<file path="src/rtl/i2s_dac_tx.sv">
// i2s_dac_tx
//   I2S master transmitter for the synth's mixed TONE output. Once per audio frame it
//   moves the holding register into the output word and shifts that word out MSB-first
//   on both channels (mono), standard I2S alignment (MSB one BCLK after LRCLK changes).
//   SAMPLE_REQ marks each frame start so the synth can compute the next sample.
//
// Parameters
//   BCLK_DIV   : CLK cycles per BCLK half-period (BCLK = CLK / (2*BCLK_DIV)).
//   OUT_BITS   : DAC word width, 1..31, left-justified in each 32-bit slot, zero-padded.
//   GAIN_SHIFT : left shift applied to the sample before truncation, 0..7, saturating.
//
// Ports
//   CLK          in   system clock
//   RESET        in   synchronous, active-high; also clears the holding register
//   ENABLE       in   run the serialiser; low forces the idle state (holding kept)
//   SAMPLE_IN    in   32-bit signed sample
//   SAMPLE_VALID in   one-cycle strobe loading SAMPLE_IN into the holding register
//   SAMPLE_REQ   out  one-cycle pulse at every frame start
//   UNDERRUN     out  pulses with SAMPLE_REQ when no sample arrived in the last frame
//   BCLK         out  I2S bit clock
//   LRCLK        out  I2S word select, 0 = left, 1 = right
//   DACDAT       out  serial data, changes only on BCLK falling edges

module i2s_dac_tx #(
  parameter int unsigned BCLK_DIV   = 8,
  parameter int unsigned OUT_BITS   = 24,
  parameter int unsigned GAIN_SHIFT = 0
) (
  input  logic        CLK,
  input  logic        RESET,
  input  logic        ENABLE,
  input  logic [31:0] SAMPLE_IN,
  input  logic        SAMPLE_VALID,
  output logic        SAMPLE_REQ,
  output logic        UNDERRUN,
  output logic        BCLK,
  output logic        LRCLK,
  output logic        DACDAT
);

  localparam int unsigned DivW = (BCLK_DIV > 1) ? $clog2(BCLK_DIV) : 1;
  localparam logic [DivW-1:0] DivLast = DivW'(BCLK_DIV - 1);
  localparam logic [5:0] BitCntIdle = 6'd63;

  // ---------------------------------------------------------------------------
  // State
  // ---------------------------------------------------------------------------
  logic [DivW-1:0]     div_cnt_q, div_cnt_d;
  logic                bclk_q, bclk_d;
  logic [5:0]          bit_cnt_q, bit_cnt_d;
  logic                lrclk_q, lrclk_d;
  logic                dacdat_q, dacdat_d;
  logic                sample_req_q, sample_req_d;
  logic                underrun_q, underrun_d;
  logic [31:0]         holding_q, holding_d;
  logic                hold_valid_q, hold_valid_d;
  logic [OUT_BITS-1:0] out_word_q, out_word_d;

  // ---------------------------------------------------------------------------
  // Timing events
  // ---------------------------------------------------------------------------
  logic       div_wrap;
  logic       fall_evt;
  logic       frame_start;
  logic [5:0] bit_cnt_nxt;
  logic [4:0] slot_pos;

  assign div_wrap    = (div_cnt_q == DivLast);
  // BCLK is about to go 1 -> 0 at this edge.
  assign fall_evt    = div_wrap & bclk_q;
  assign bit_cnt_nxt = bit_cnt_q + 6'd1;
  assign frame_start = fall_evt & (bit_cnt_q == 6'd63);
  // Slot position of the bit that becomes active at this fall event.
  assign slot_pos    = bit_cnt_nxt[4:0];

  // ---------------------------------------------------------------------------
  // Gain and saturation: shift in a 40-bit sign-extended domain, then clamp when
  // the bits above bit 31 disagree with the sign.
  // ---------------------------------------------------------------------------
  logic [39:0]         gain_wide;
  logic                gain_ovf;
  logic [31:0]         gain_sat;
  logic [OUT_BITS-1:0] conv_word;
  logic                unused_gain_lsbs;

  always_comb begin
    gain_wide = {{8{holding_q[31]}}, holding_q} << GAIN_SHIFT;
    gain_ovf  = (gain_wide[39:31] != {9{gain_wide[39]}});
    if (gain_ovf) begin
      gain_sat = gain_wide[39] ? 32'h8000_0000 : 32'h7FFF_FFFF;
    end else begin
      gain_sat = gain_wide[31:0];
    end
    conv_word = gain_sat[31 -: OUT_BITS];
  end

  // Bits below the DAC word are truncated on purpose.
  assign unused_gain_lsbs = ^gain_sat;

  // ---------------------------------------------------------------------------
  // Serial data selection: slot positions 1..OUT_BITS carry out_word MSB-first,
  // everything else (including position 0, the I2S delay bit) is zero.
  // ---------------------------------------------------------------------------
  logic slot_bit;

  always_comb begin
    slot_bit = 1'b0;
    for (int i = 0; i < int'(OUT_BITS); i++) begin
      if ((OUT_BITS - i) == {27'd0, slot_pos}) begin
        slot_bit = out_word_q[i];
      end
    end
  end

  // ---------------------------------------------------------------------------
  // Next-state logic
  // ---------------------------------------------------------------------------
  always_comb begin
    div_cnt_d    = div_cnt_q;
    bclk_d       = bclk_q;
    bit_cnt_d    = bit_cnt_q;
    lrclk_d      = lrclk_q;
    dacdat_d     = dacdat_q;
    sample_req_d = 1'b0;
    underrun_d   = 1'b0;
    holding_d    = holding_q;
    hold_valid_d = hold_valid_q;
    out_word_d   = out_word_q;

    if (!ENABLE) begin
      // Idle link; the holding register survives so re-enabling replays it.
      div_cnt_d    = '0;
      bclk_d       = 1'b0;
      bit_cnt_d    = BitCntIdle;
      lrclk_d      = 1'b0;
      dacdat_d     = 1'b0;
      hold_valid_d = 1'b0;
      out_word_d   = '0;
    end else begin
      if (div_wrap) begin
        div_cnt_d = '0;
        bclk_d    = ~bclk_q;
      end else begin
        div_cnt_d = div_cnt_q + 1'b1;
      end

      if (fall_evt) begin
        bit_cnt_d = bit_cnt_nxt;
        lrclk_d   = bit_cnt_nxt[5];
        dacdat_d  = slot_bit;
      end

      if (frame_start) begin
        out_word_d   = conv_word;
        sample_req_d = 1'b1;
        underrun_d   = ~hold_valid_q;
        hold_valid_d = 1'b0;
      end

      // Applied after the transfer so a coincident strobe lands in the next frame.
      if (SAMPLE_VALID) begin
        holding_d    = SAMPLE_IN;
        hold_valid_d = 1'b1;
      end
    end
  end

  // ---------------------------------------------------------------------------
  // State register
  // ---------------------------------------------------------------------------
  always_ff @(posedge CLK) begin
    if (RESET) begin
      div_cnt_q    <= '0;
      bclk_q       <= 1'b0;
      bit_cnt_q    <= BitCntIdle;
      lrclk_q      <= 1'b0;
      dacdat_q     <= 1'b0;
      sample_req_q <= 1'b0;
      underrun_q   <= 1'b0;
      holding_q    <= '0;
      hold_valid_q <= 1'b0;
      out_word_q   <= '0;
    end else begin
      div_cnt_q    <= div_cnt_d;
      bclk_q       <= bclk_d;
      bit_cnt_q    <= bit_cnt_d;
      lrclk_q      <= lrclk_d;
      dacdat_q     <= dacdat_d;
      sample_req_q <= sample_req_d;
      underrun_q   <= underrun_d;
      holding_q    <= holding_d;
      hold_valid_q <= hold_valid_d;
      out_word_q   <= out_word_d;
    end
  end

  // ---------------------------------------------------------------------------
  // Outputs are straight from registers.
  // ---------------------------------------------------------------------------
  assign SAMPLE_REQ = sample_req_q;
  assign UNDERRUN   = underrun_q;
  assign BCLK       = bclk_q;
  assign LRCLK      = lrclk_q;
  assign DACDAT     = dacdat_q;

endmodule

</file>
<file path="config.mk">
export PLATFORM = sky130hd
export DESIGN_NAME = i2s_dac_tx
export DESIGN_NICKNAME = d
export VERILOG_FILES = /design/src/rtl/i2s_dac_tx.sv
export SDC_FILE = /design/constraint.sdc
export NUM_CORES = 1
export LEC_CHECK = 0
export BUFFER_PORTS_ARGS = -buffer_cell sky130_fd_sc_hd__buf_2
export CAP_MARGIN = 20
export CORE_ASPECT_RATIO = 1.1
export CORE_MARGIN = 3
export CORE_UTILIZATION = 47
export DETAILED_ROUTE_END_ITERATION = 7
export MAX_ROUTING_LAYER = met4
export PLACE_DENSITY = 0.76
export SKIP_CTS_REPAIR_TIMING = 1
export SLEW_MARGIN = 20
export SYNTH_ARGS = -nofsm -noshare
export SYNTH_HDL_FRONTEND = slang
export SYNTH_SLANG_ARGS = --single-unit
</file>
<file path="constraint.sdc">
create_clock -name CLK -period 2.3 [get_ports CLK]
set_input_delay 0.46 -clock CLK [delete_from_list [all_inputs] [get_ports CLK]]
set_output_delay 0.46 -clock CLK [all_outputs]
set_load 0.02 [all_outputs]
</file>
==> results of run 1 <==
## layout by cell type, fill, tap and decap left out, types with 3 or more instances in the layout
| master | Yosys | layout |
|---|---|---|
| buf_2 | 4 | 32 |
| o211ai_1 | 4 | 4 |
| a21oi_1 | 63 | 63 |
| dfxtp_1 | 63 | 63 |
| nand2_1 | 115 | 115 |
| and3_1 | 3 | 3 |
| nand2b_1 | 5 | 5 |
| clkinv_2 | 0 | 3 |
| inv_1 | 10 | 10 |
| o21ai_0 | 9 | 9 |
| nand3_1 | 7 | 7 |
| clkbuf_1 | 22 | 3 |
| buf_4 | 0 | 6 |
| and2_1 | 3 | 3 |
| mux2i_1 | 3 | 3 |
| nor3b_1 | 5 | 5 |
| a211o_1 | 3 | 3 |
| nor2_1 | 15 | 15 |
| clkbuf_8 | 0 | 9 |
| nor3_1 | 3 | 3 |
| xnor2_1 | 6 | 6 |
| ha_1 | 7 | 6 |
## worst paths after layout
path,start,to,slack (ns),cells after the start
hold reg to reg,hold_valid_q$_SDFFE_PP0P_,UNDERRUN$_SDFF_PP0_,0.44,1
setup / recovery,bit_cnt_q[1]$_SDFFE_PP1P_,DACDAT$_SDFFE_PP0P_,0.24,8
hold / removal,SAMPLE_VALID,hold_valid_q$_SDFFE_PP0P_,0.35,3
setup reg to reg,bit_cnt_q[1]$_SDFFE_PP1P_,DACDAT$_SDFFE_PP0P_,0.24,8
## cells by family (layout without fill, tap and decap cells)
family / after synthesis / after routing / synth area share
buffers and inverters: 38 / 65 / 0.0558
AOI/OAI and AO/OA: 98 / 98 / 0.198
DFF: 63 / 63 / 0.433
muxes: 5 / 5 / 0.0180
adders and majority gates: 7 / 7 / 0.0301
and+or+nand+nor: 165 / 165 / 0.244
xor gates and xnor gates: 7 / 7 / 0.0210
## worst reg2reg max path: stages (launching register included)
cell and delay [ns]:
dfxtp_1 0.43, ha_2 0.32, nor2_1 0.06, mux2_2 0.28, a32oi_1 0.19, o32a_1 0.17
a32oi_1 0.09, a211o_1 0.31, a41oi_2 0.15
## sequential cells by signal (all words and copies together), names as in the netlist
signal / cells
BCLK: 1
out_word_q: 24
hold_valid_q: 1
holding_q: 24
div_cnt_q: 3
bit_cnt_q: 6
LRCLK: 1
SAMPLE_REQ: 1
UNDERRUN: 1
DACDAT: 1
## area by class of cell
class / instances / share of cell area
sequential: 63 / 0.385
clock buffer: 12 / 0.0412
timing repair buffer: 39 / 0.0687
clock inverter: 4 / 0.00687
tap: 77 / 0.0294
multi-input combinational: 282 / 0.457
inverter: 10 / 0.0115
## power by group
part | internal (mW) | switching (mW)
logic | 0.0362 | 0.0482
registers | 1.11 | 0.0105
clock network | 0.386 | 0.394
total | 1.53 | 0.453
## metal layers
layer  vias to the layer above  wire length (um)
met5                         -                 0
met4                         0               152
met3                        15               267
met2                        49              2770
met1                      1177              2680
li1                       1340                 -
==> results.ini, run 1 <==
[status]
outcome = finished clean

[timing]
hold_slack_ns = 0.349
rsz0062_at_grt = no
tns_ns = 0
max-slew-margin-rel = 0.497
fmaxAchievable_mhz = 485
worst-slew-pin-transition_ns = 0.752
final_max_slew_viol_count = 0
post-route-period-util = 0.896
hold_violations = 0
clock-skew-final_ns = 0.00760
setup_slack_ns = 0.238
setup-violations-final = 0
min_period_ns = 2.06

[global_routing]
top_usage_layer = met2
grt_start_max_net_pins = 28
grt_antenna_before_repair = 0
number_of_global_route_vias_before_repair = 2371
grt_first_pass_wirelength_mm = 10.4
grt_remaining_overflow = 0
groute.usage.overall = 0.189
groute.layer.met2.usage = 0.303
groute.layer.met3.usage = 0.0458
gr-usage-met1 = 0.224

[route]
drt-wirelength-per-cell_um = 12.0
drc = 0
average_via_count_per_standard_cell = 5.30
dr_total_vias = 2581
count_of_routing_violations_after_the_opening_detailed_route_iteration = 152
detail_route.wirelength_mm = 5.87
drtPass1Iterations = 4
final_antenna_net_count = 0

[worst_setup_path]
critical_path.top_delay_family = compound AO/OA/AOI/OAI gates
worst_setup_path_end_kind = register
critPathMaxStageDelay_ns = 0.43
arrival_ns = 2.33
crit_path_max_fo = 10
crit_path_cell_trace = ha_2 > nor2_1 > mux2_2 > a32oi_1 > o32a_1 > a32oi_1 > a211o_1 > a41oi_2
worst_ep_required_time_ns = 2.56
crit_slowest_cell = dfxtp_1
timing.critical_path.buf_inv = 0
critical-path-top-cell-by-count = a32oi_1
cp-start-kind = register
path_class = register to register

[logic_synthesis]
yosys_warnings = 0
synth_top_area_frac = 0.433
syn-mean-instance-area_um2 = 7.61
postSynthCellCount = 383
synth_ff_type = dfxtp_1
postSynth.asyncResetShare = 0
post-synth-top-area-cell = dfxtp_1
synth.top_cells.by_area = dfxtp_1 43%, nand2_1 15%, a21oi_1 11%
netlist-cell-type-count = 43
synthMostInstantiatedCell = nand2_1
synth-edff-count = 0
synth-seq-area-share = 0.433
syn-cell-area_um2 = 2910
postSynthRegisterBits = 63
synth_nets = 426
synthTopCellsByCount = 115 x nand2_1, 63 x a21oi_1, 63 x dfxtp_1

[final_layout]
multiInputGateArea_um2 = 1500
diodes = 0
postLayoutCellArea_um2 = 3280
area_growth_pct = 12.5
layoutNonFillerInstCount = 487
drive_above_1_share = 0.141
fillerInstances = 567
final_core_utilization = 0.557
layout.nets = 448
layout.area.seq_um2 = 1260

[pwr]
power_leakage_nw = 1.25
ir_worst_vdd_v = 0.000607
power_density_nw_per_um2 = 607
finalPower_mw = 1.99

[placed_design]
area_after_dpl_um2 = 3110
gp_congestion = 0.852
place.detailed.hpwl_mm = 4.20
io_buffer_count = 32
place_worst_setup_slack_ns = 0.112
placed_instances = 471

[clock_network]
cts-root-buf = clkbuf_8
numCtsBuffers = 9
cts.reportedPaths.clkPinSlew_ns = 0.07
cts-htree-levels = 3
clock_sink_count = 63
cts_tree = yes
clock_latency_ns = 0.34
clock_tree.buffer_depth = 2

[floorplan]
core_area_um2 = 5880
die_h_um = 88.6
core.rowCount = 29
initial_utilization = 0.496
design.portCount = 41
floorplan.die_area_um2 = 7180
floorplan.die.width_um = 81.1

[min_path]
type_of_the_worst_min_delay_path = input port to register

[job]
cap_viol_max_count = 0

Power figures use the tool's default switching activity.
==> inputs of run 2 (changes only) <==
Clock period 2.3 ns to 2.28 ns, I/O delays scaled along.
==> results.ini, run 2 (synthesized netlist as in run 1, its figures left out) <==
[status]
outcome = finished clean

[pwr]
ir_worst_vdd_v = 0.000450
power_density_nw_per_um2 = 688
power_leakage_nw = 1.28
finalPower_mw = 2.29

[floorplan]
floorplan.die.width_um = 81.1
core.rowCount = 29
core_area_um2 = 5880
design.portCount = 41
initial_utilization = 0.496
floorplan.die_area_um2 = 7180
die_h_um = 88.6

[global_routing]
grt_remaining_overflow = 0
groute.usage.overall = 0.189
grt_start_max_net_pins = 28
grt_antenna_before_repair = 0
grt_first_pass_wirelength_mm = 10.3
number_of_global_route_vias_before_repair = 2302

[min_path]
timing.hold.worst.start = SAMPLE_VALID
holdPathEnd = hold_valid_q$_SDFFE_PP0P_
hold_path_depth = 3
type_of_the_worst_min_delay_path = input port to register

[placed_design]
io_buffer_count = 32
gp_congestion = 0.854
place.detailed.hpwl_mm = 4.21

[clock_network]
clock_sink_count = 63
cts-root-buf = clkbuf_8
numCtsBuffers = 9
cts_tree = yes
clock_tree.buffer_depth = 2
cts.reportedPaths.clkPinSlew_ns = 0.07
clock_latency_ns = 0.33
cts-htree-levels = 3

[worst_setup_path]
rr_worst_depth = 8
worst_setup_path_end_kind = register
worst_ep_required_time_ns = 2.54
cp-start-kind = register
arrival_ns = 2.34
path_class = register to register
worst_r2r_endpoint = DACDAT$_SDFFE_PP0P_
ff2ff_setup_slack_ns = 0.20
timing.rr.start = bit_cnt_q[1]$_SDFFE_PP1P_
worst_setup_path_startpoint = bit_cnt_q[1]$_SDFFE_PP1P_
crit_path_max_fo = 10

[route]
drt-wirelength-per-cell_um = 12.3
drc = 0
count_of_routing_violations_after_the_opening_detailed_route_iteration = 182
detail_route.wirelength_mm = 6.01
final_antenna_net_count = 0
dr_total_vias = 2574
drtPass1Iterations = 4
average_via_count_per_standard_cell = 5.29

[final_layout]
reg_top3 = holding_q (24), out_word_q (24), bit_cnt_q (6)
diodes = 0
final_core_utilization = 0.567
area_growth_pct = 14.5
layout.cells.most_common = nand2_1
drive_above_1_share = 0.141
mostFrequentLayoutCells = 115 x nand2_1, 63 x dfxtp_1, 63 x a21oi_1
layout.nets = 448

[timing]
fmaxAchievable_mhz = 481
tns_ns = 0
rsz0062_at_grt = no
hold_violations = 0
min_period_ns = 2.08
setup-violations-final = 0
max-slew-margin-rel = 0.502
clock-skew-final_ns = 0.00617
post-route-period-util = 0.912
worst-slew-pin-transition_ns = 0.745
final_max_slew_viol_count = 0

[job]
cap_viol_max_count = 0

-- run 2: changes by cell type in the layout (fill, tap and decap cells not counted), sizes merged --
cell,before,now
bufinv,0,2
clkinv,3,1
clkbuf,12,13
clkinvlp,1,0
-- run 2: layout make-up --
| class | count | area (um^2) |
|---|---|---|
| clock buffers | 13 | 159 |
| clock inverters | 3 | 65.1 |
| fillers | 564 | 2540 |
| inverters | 10 | 37.5 |
| multi-input cells | 282 | 1490 |
| flip-flops and latches | 63 | 1260 |
| well taps | 77 | 96.3 |
| repair buffers | 39 | 225 |
-- run 2: critical path: stages, from the launching register on --
cell and delay (ns):
dfxtp_1 0.44, ha_2 0.33, nor2_1 0.06, mux2_2 0.28, a32oi_1 0.19, o32a_1 0.17, a32oi_1 0.09, a211o_1 0.31
a41oi_2 0.15
-- run 2: per-layer routing --
metal	up-vias	part of all wire	global-route usage
met5	-	0	-
met3	7	0.045	0.0407
li1	1327	-	-
met2	66	0.48	0.311
met4	0	0.016	0.0722
met1	1174	0.46	0.225
-- run 2: per-stage QoR --
| stage | area [um^2] | instances | setup WS [ns] | hold slack, ns |
|---|---|---|---|---|
| 2_1_floorplan | 2910 | 383 | 0.392 | 0.402 |
| 3_3_place_gp | 3110 | 471 | 0.152 | 0.410 |
| 3_5_place_dp | 3110 | 471 | 0.173 | 0.423 |
| 4_1_cts | 3330 | 487 | 0.164 | 0.343 |
| 5_1_grt | 3340 | 487 | 0.0469 | 0.352 |
| 6_report | 3340 | 487 | 0.201 | 0.354 |
-- run 2: how the worst max path moves through the flow --
| stage | to | slack [ns] | cells past startpoint |
|---|---|---|---|
| final | DACDAT$_SDFFE_PP0P_ | 0.20 | 8 |
| after global placement | DACDAT$_SDFFE_PP0P_ | 0.15 | 7 |
| after detailed placement | DACDAT$_SDFFE_PP0P_ | 0.17 | 7 |
| after CTS | DACDAT$_SDFFE_PP0P_ | 0.16 | 8 |
| after global routing | DACDAT$_SDFFE_PP0P_ | 0.05 | 8 |
| after floorplan | hold_valid_q$_SDFFE_PP0P_ | 0.39 | 8 |
-- run 2: power by group --
group / internal (mW) / switching [mW]
Sequential: 1.12 / 0.0107
Clock: 0.675 / 0.401
Combinational: 0.0365 / 0.0488
==> inputs of run 3 (changes only) <==
--- a/config.mk
+++ b/config.mk
@@ -9,9 +9,8 @@
 export CAP_MARGIN = 20
 export CORE_ASPECT_RATIO = 1.1
-export CORE_MARGIN = 3
-export CORE_UTILIZATION = 47
+export CORE_UTILIZATION = 40
 export DETAILED_ROUTE_END_ITERATION = 7
 export MAX_ROUTING_LAYER = met4
-export PLACE_DENSITY = 0.76
+export PLACE_DENSITY = 0.68
 export SKIP_CTS_REPAIR_TIMING = 1
 export SLEW_MARGIN = 20
==> constraint.sdc (replaced) <==
create_clock -name CLK -period 2.28 [get_ports CLK]
set_input_delay 0.114 -clock CLK [delete_from_list [all_inputs] [get_ports CLK]]
set_output_delay 0.114 -clock CLK [all_outputs]
set_load 0.02 [all_outputs]
==> results.ini, run 3 (synthesized netlist as in run 1, its figures left out) <==
[floorplan]
die_h_um = 91.5
floorplan.die.width_um = 83.4
floorplan.die_area_um2 = 7630
design.portCount = 41
initial_utilization = 0.413
core_area_um2 = 7050
core.rowCount = 32

[worst_setup_path]
arrival_ns = 2.42
cp-start-kind = register
path_class = register to register
crit_path_max_fo = 7
worst_ep_required_time_ns = 2.55
worst_setup_path_end_kind = register

[timing]
setup-violations-final = 0
fmaxAchievable_mhz = 467
min_period_ns = 2.14
post-route-period-util = 0.940
final_max_slew_viol_count = 0
setup_slack_ns = 0.138
max-slew-margin-rel = 0.472
rsz0062_at_grt = no
tns_ns = 0
hold_slack_ns = -0.00287
worst-slew-pin-transition_ns = 0.792
clock-skew-final_ns = 0.0122
hold_violations = 1

[global_routing]
grt_start_max_net_pins = 26
grt_antenna_before_repair = 0
number_of_global_route_vias_before_repair = 2322
groute.usage.overall = 0.174
grt_first_pass_wirelength_mm = 10.4
grt_remaining_overflow = 0

[clock_network]
cts_tree = yes
cts-root-buf = clkbuf_8
numCtsBuffers = 9
cts-htree-levels = 3
clock_tree.buffer_depth = 2
cts.reportedPaths.clkPinSlew_ns = 0.08
clock_latency_ns = 0.34
clock_sink_count = 63

[placed_design]
io_buffer_count = 32
place_worst_setup_slack_ns = 0.141
place.detailed.hpwl_mm = 4.15
area_after_dpl_um2 = 3110
gp_congestion = 0.813

[route]
final_antenna_net_count = 0
drc = 0
drtPass1Iterations = 4
detail_route.wirelength_mm = 5.98
drt-wirelength-per-cell_um = 12.0
count_of_routing_violations_after_the_opening_detailed_route_iteration = 107
average_via_count_per_standard_cell = 5.13
dr_total_vias = 2548

[pwr]
power_leakage_nw = 1.29
power_density_nw_per_um2 = 713
ir_worst_vdd_v = 0.000466
finalPower_mw = 2.40

[final_layout]
drive_above_1_share = 0.146
layout.cells.most_common = nand2_1
final_core_utilization = 0.479
area_growth_pct = 15.8
multiInputGateArea_um2 = 1490
diodes = 0
reg_top3 = holding_q (24), out_word_q (24), bit_cnt_q (6)
layout.area.seq_um2 = 1260
postLayoutCellArea_um2 = 3370
fillerInstances = 691
mostFrequentLayoutCells = 115 x nand2_1, 63 x dfxtp_1, 63 x a21oi_1
layout.nets = 450

[job]
cap_viol_max_count = 0

[status]
outcome = finished, violations left
failed_checks = hold timing

[min_path]
type_of_the_worst_min_delay_path = input port to register

## run 3: changes by cell type in the layout (fill, tap and decap cells not counted), sizes merged
cell and change:
clkbuf -4, dlygate4sd3 +2, bufinv +1, clkinv +1, clkinvlp +1, inv +1
## run 3: path summary, 6_finish.rpt
check | startpoint | end | slack [ns] | cells past startpoint
worst min-delay path | SAMPLE_IN[27] | holding_q[27]$_SDFFE_PP0P_ | -0.003 | 3
worst min register to register | div_cnt_q[0]$_SDFF_PP0_ | div_cnt_q[0]$_SDFF_PP0_ | 0.43 | 1
worst max-delay path | bit_cnt_q[0]$_SDFFE_PP1P_ | DACDAT$_SDFFE_PP0P_ | 0.14 | 8
worst max register to register | bit_cnt_q[0]$_SDFFE_PP1P_ | DACDAT$_SDFFE_PP0P_ | 0.14 | 8
## run 3: layout make-up
| type | instances | area share |
|---|---|---|
| Clock buffer | 9 | 0.0367 |
| Clock inverter | 7 | 0.0356 |
| Inverter | 10 | 0.0111 |
| Multi-Input combinational cell | 282 | 0.442 |
| Sequential cell | 63 | 0.374 |
| Tap cell | 85 | 0.0315 |
| Timing Repair Buffer | 41 | 0.0690 |
## run 3: critical path, stage by stage, from the launching register on
cell and delay (ns):
dfxtp_1 0.49, ha_2 0.31, nor2_1 0.06, mux2_2 0.28, a32oi_1 0.20, o32a_1 0.18
a32oi_1 0.09, a211o_1 0.31, a41oi_2 0.15
## run 3: through the flow
step / hold slack, ns / cells
after floorplan: 0.231 / 383
final: -0.00287 / 497
after CTS: -0.0192 / 495
after detailed placement: 0.359 / 479
after global placement: 0.355 / 479
after global routing: 0.00597 / 497
## run 3: report_power, final
group	total [mW]	switching, mW	leakage [nW]	internal (mW)
clock	1.19	0.456	0.120	0.729
combinational	0.0862	0.0497	0.657	0.0365
sequential	1.13	0.0105	0.511	1.12
## run 3: metal layers
| layer | vias to the layer above | part of all wire | global-route usage |
|---|---|---|---|
| li1 | 1335 | - | - |
| met1 | 1161 | 0.49 | 0.216 |
| met2 | 44 | 0.46 | 0.265 |
| met3 | 8 | 0.042 | 0.0527 |
| met4 | 0 | 0.013 | 0.0675 |
| met5 | - | 0 | - |
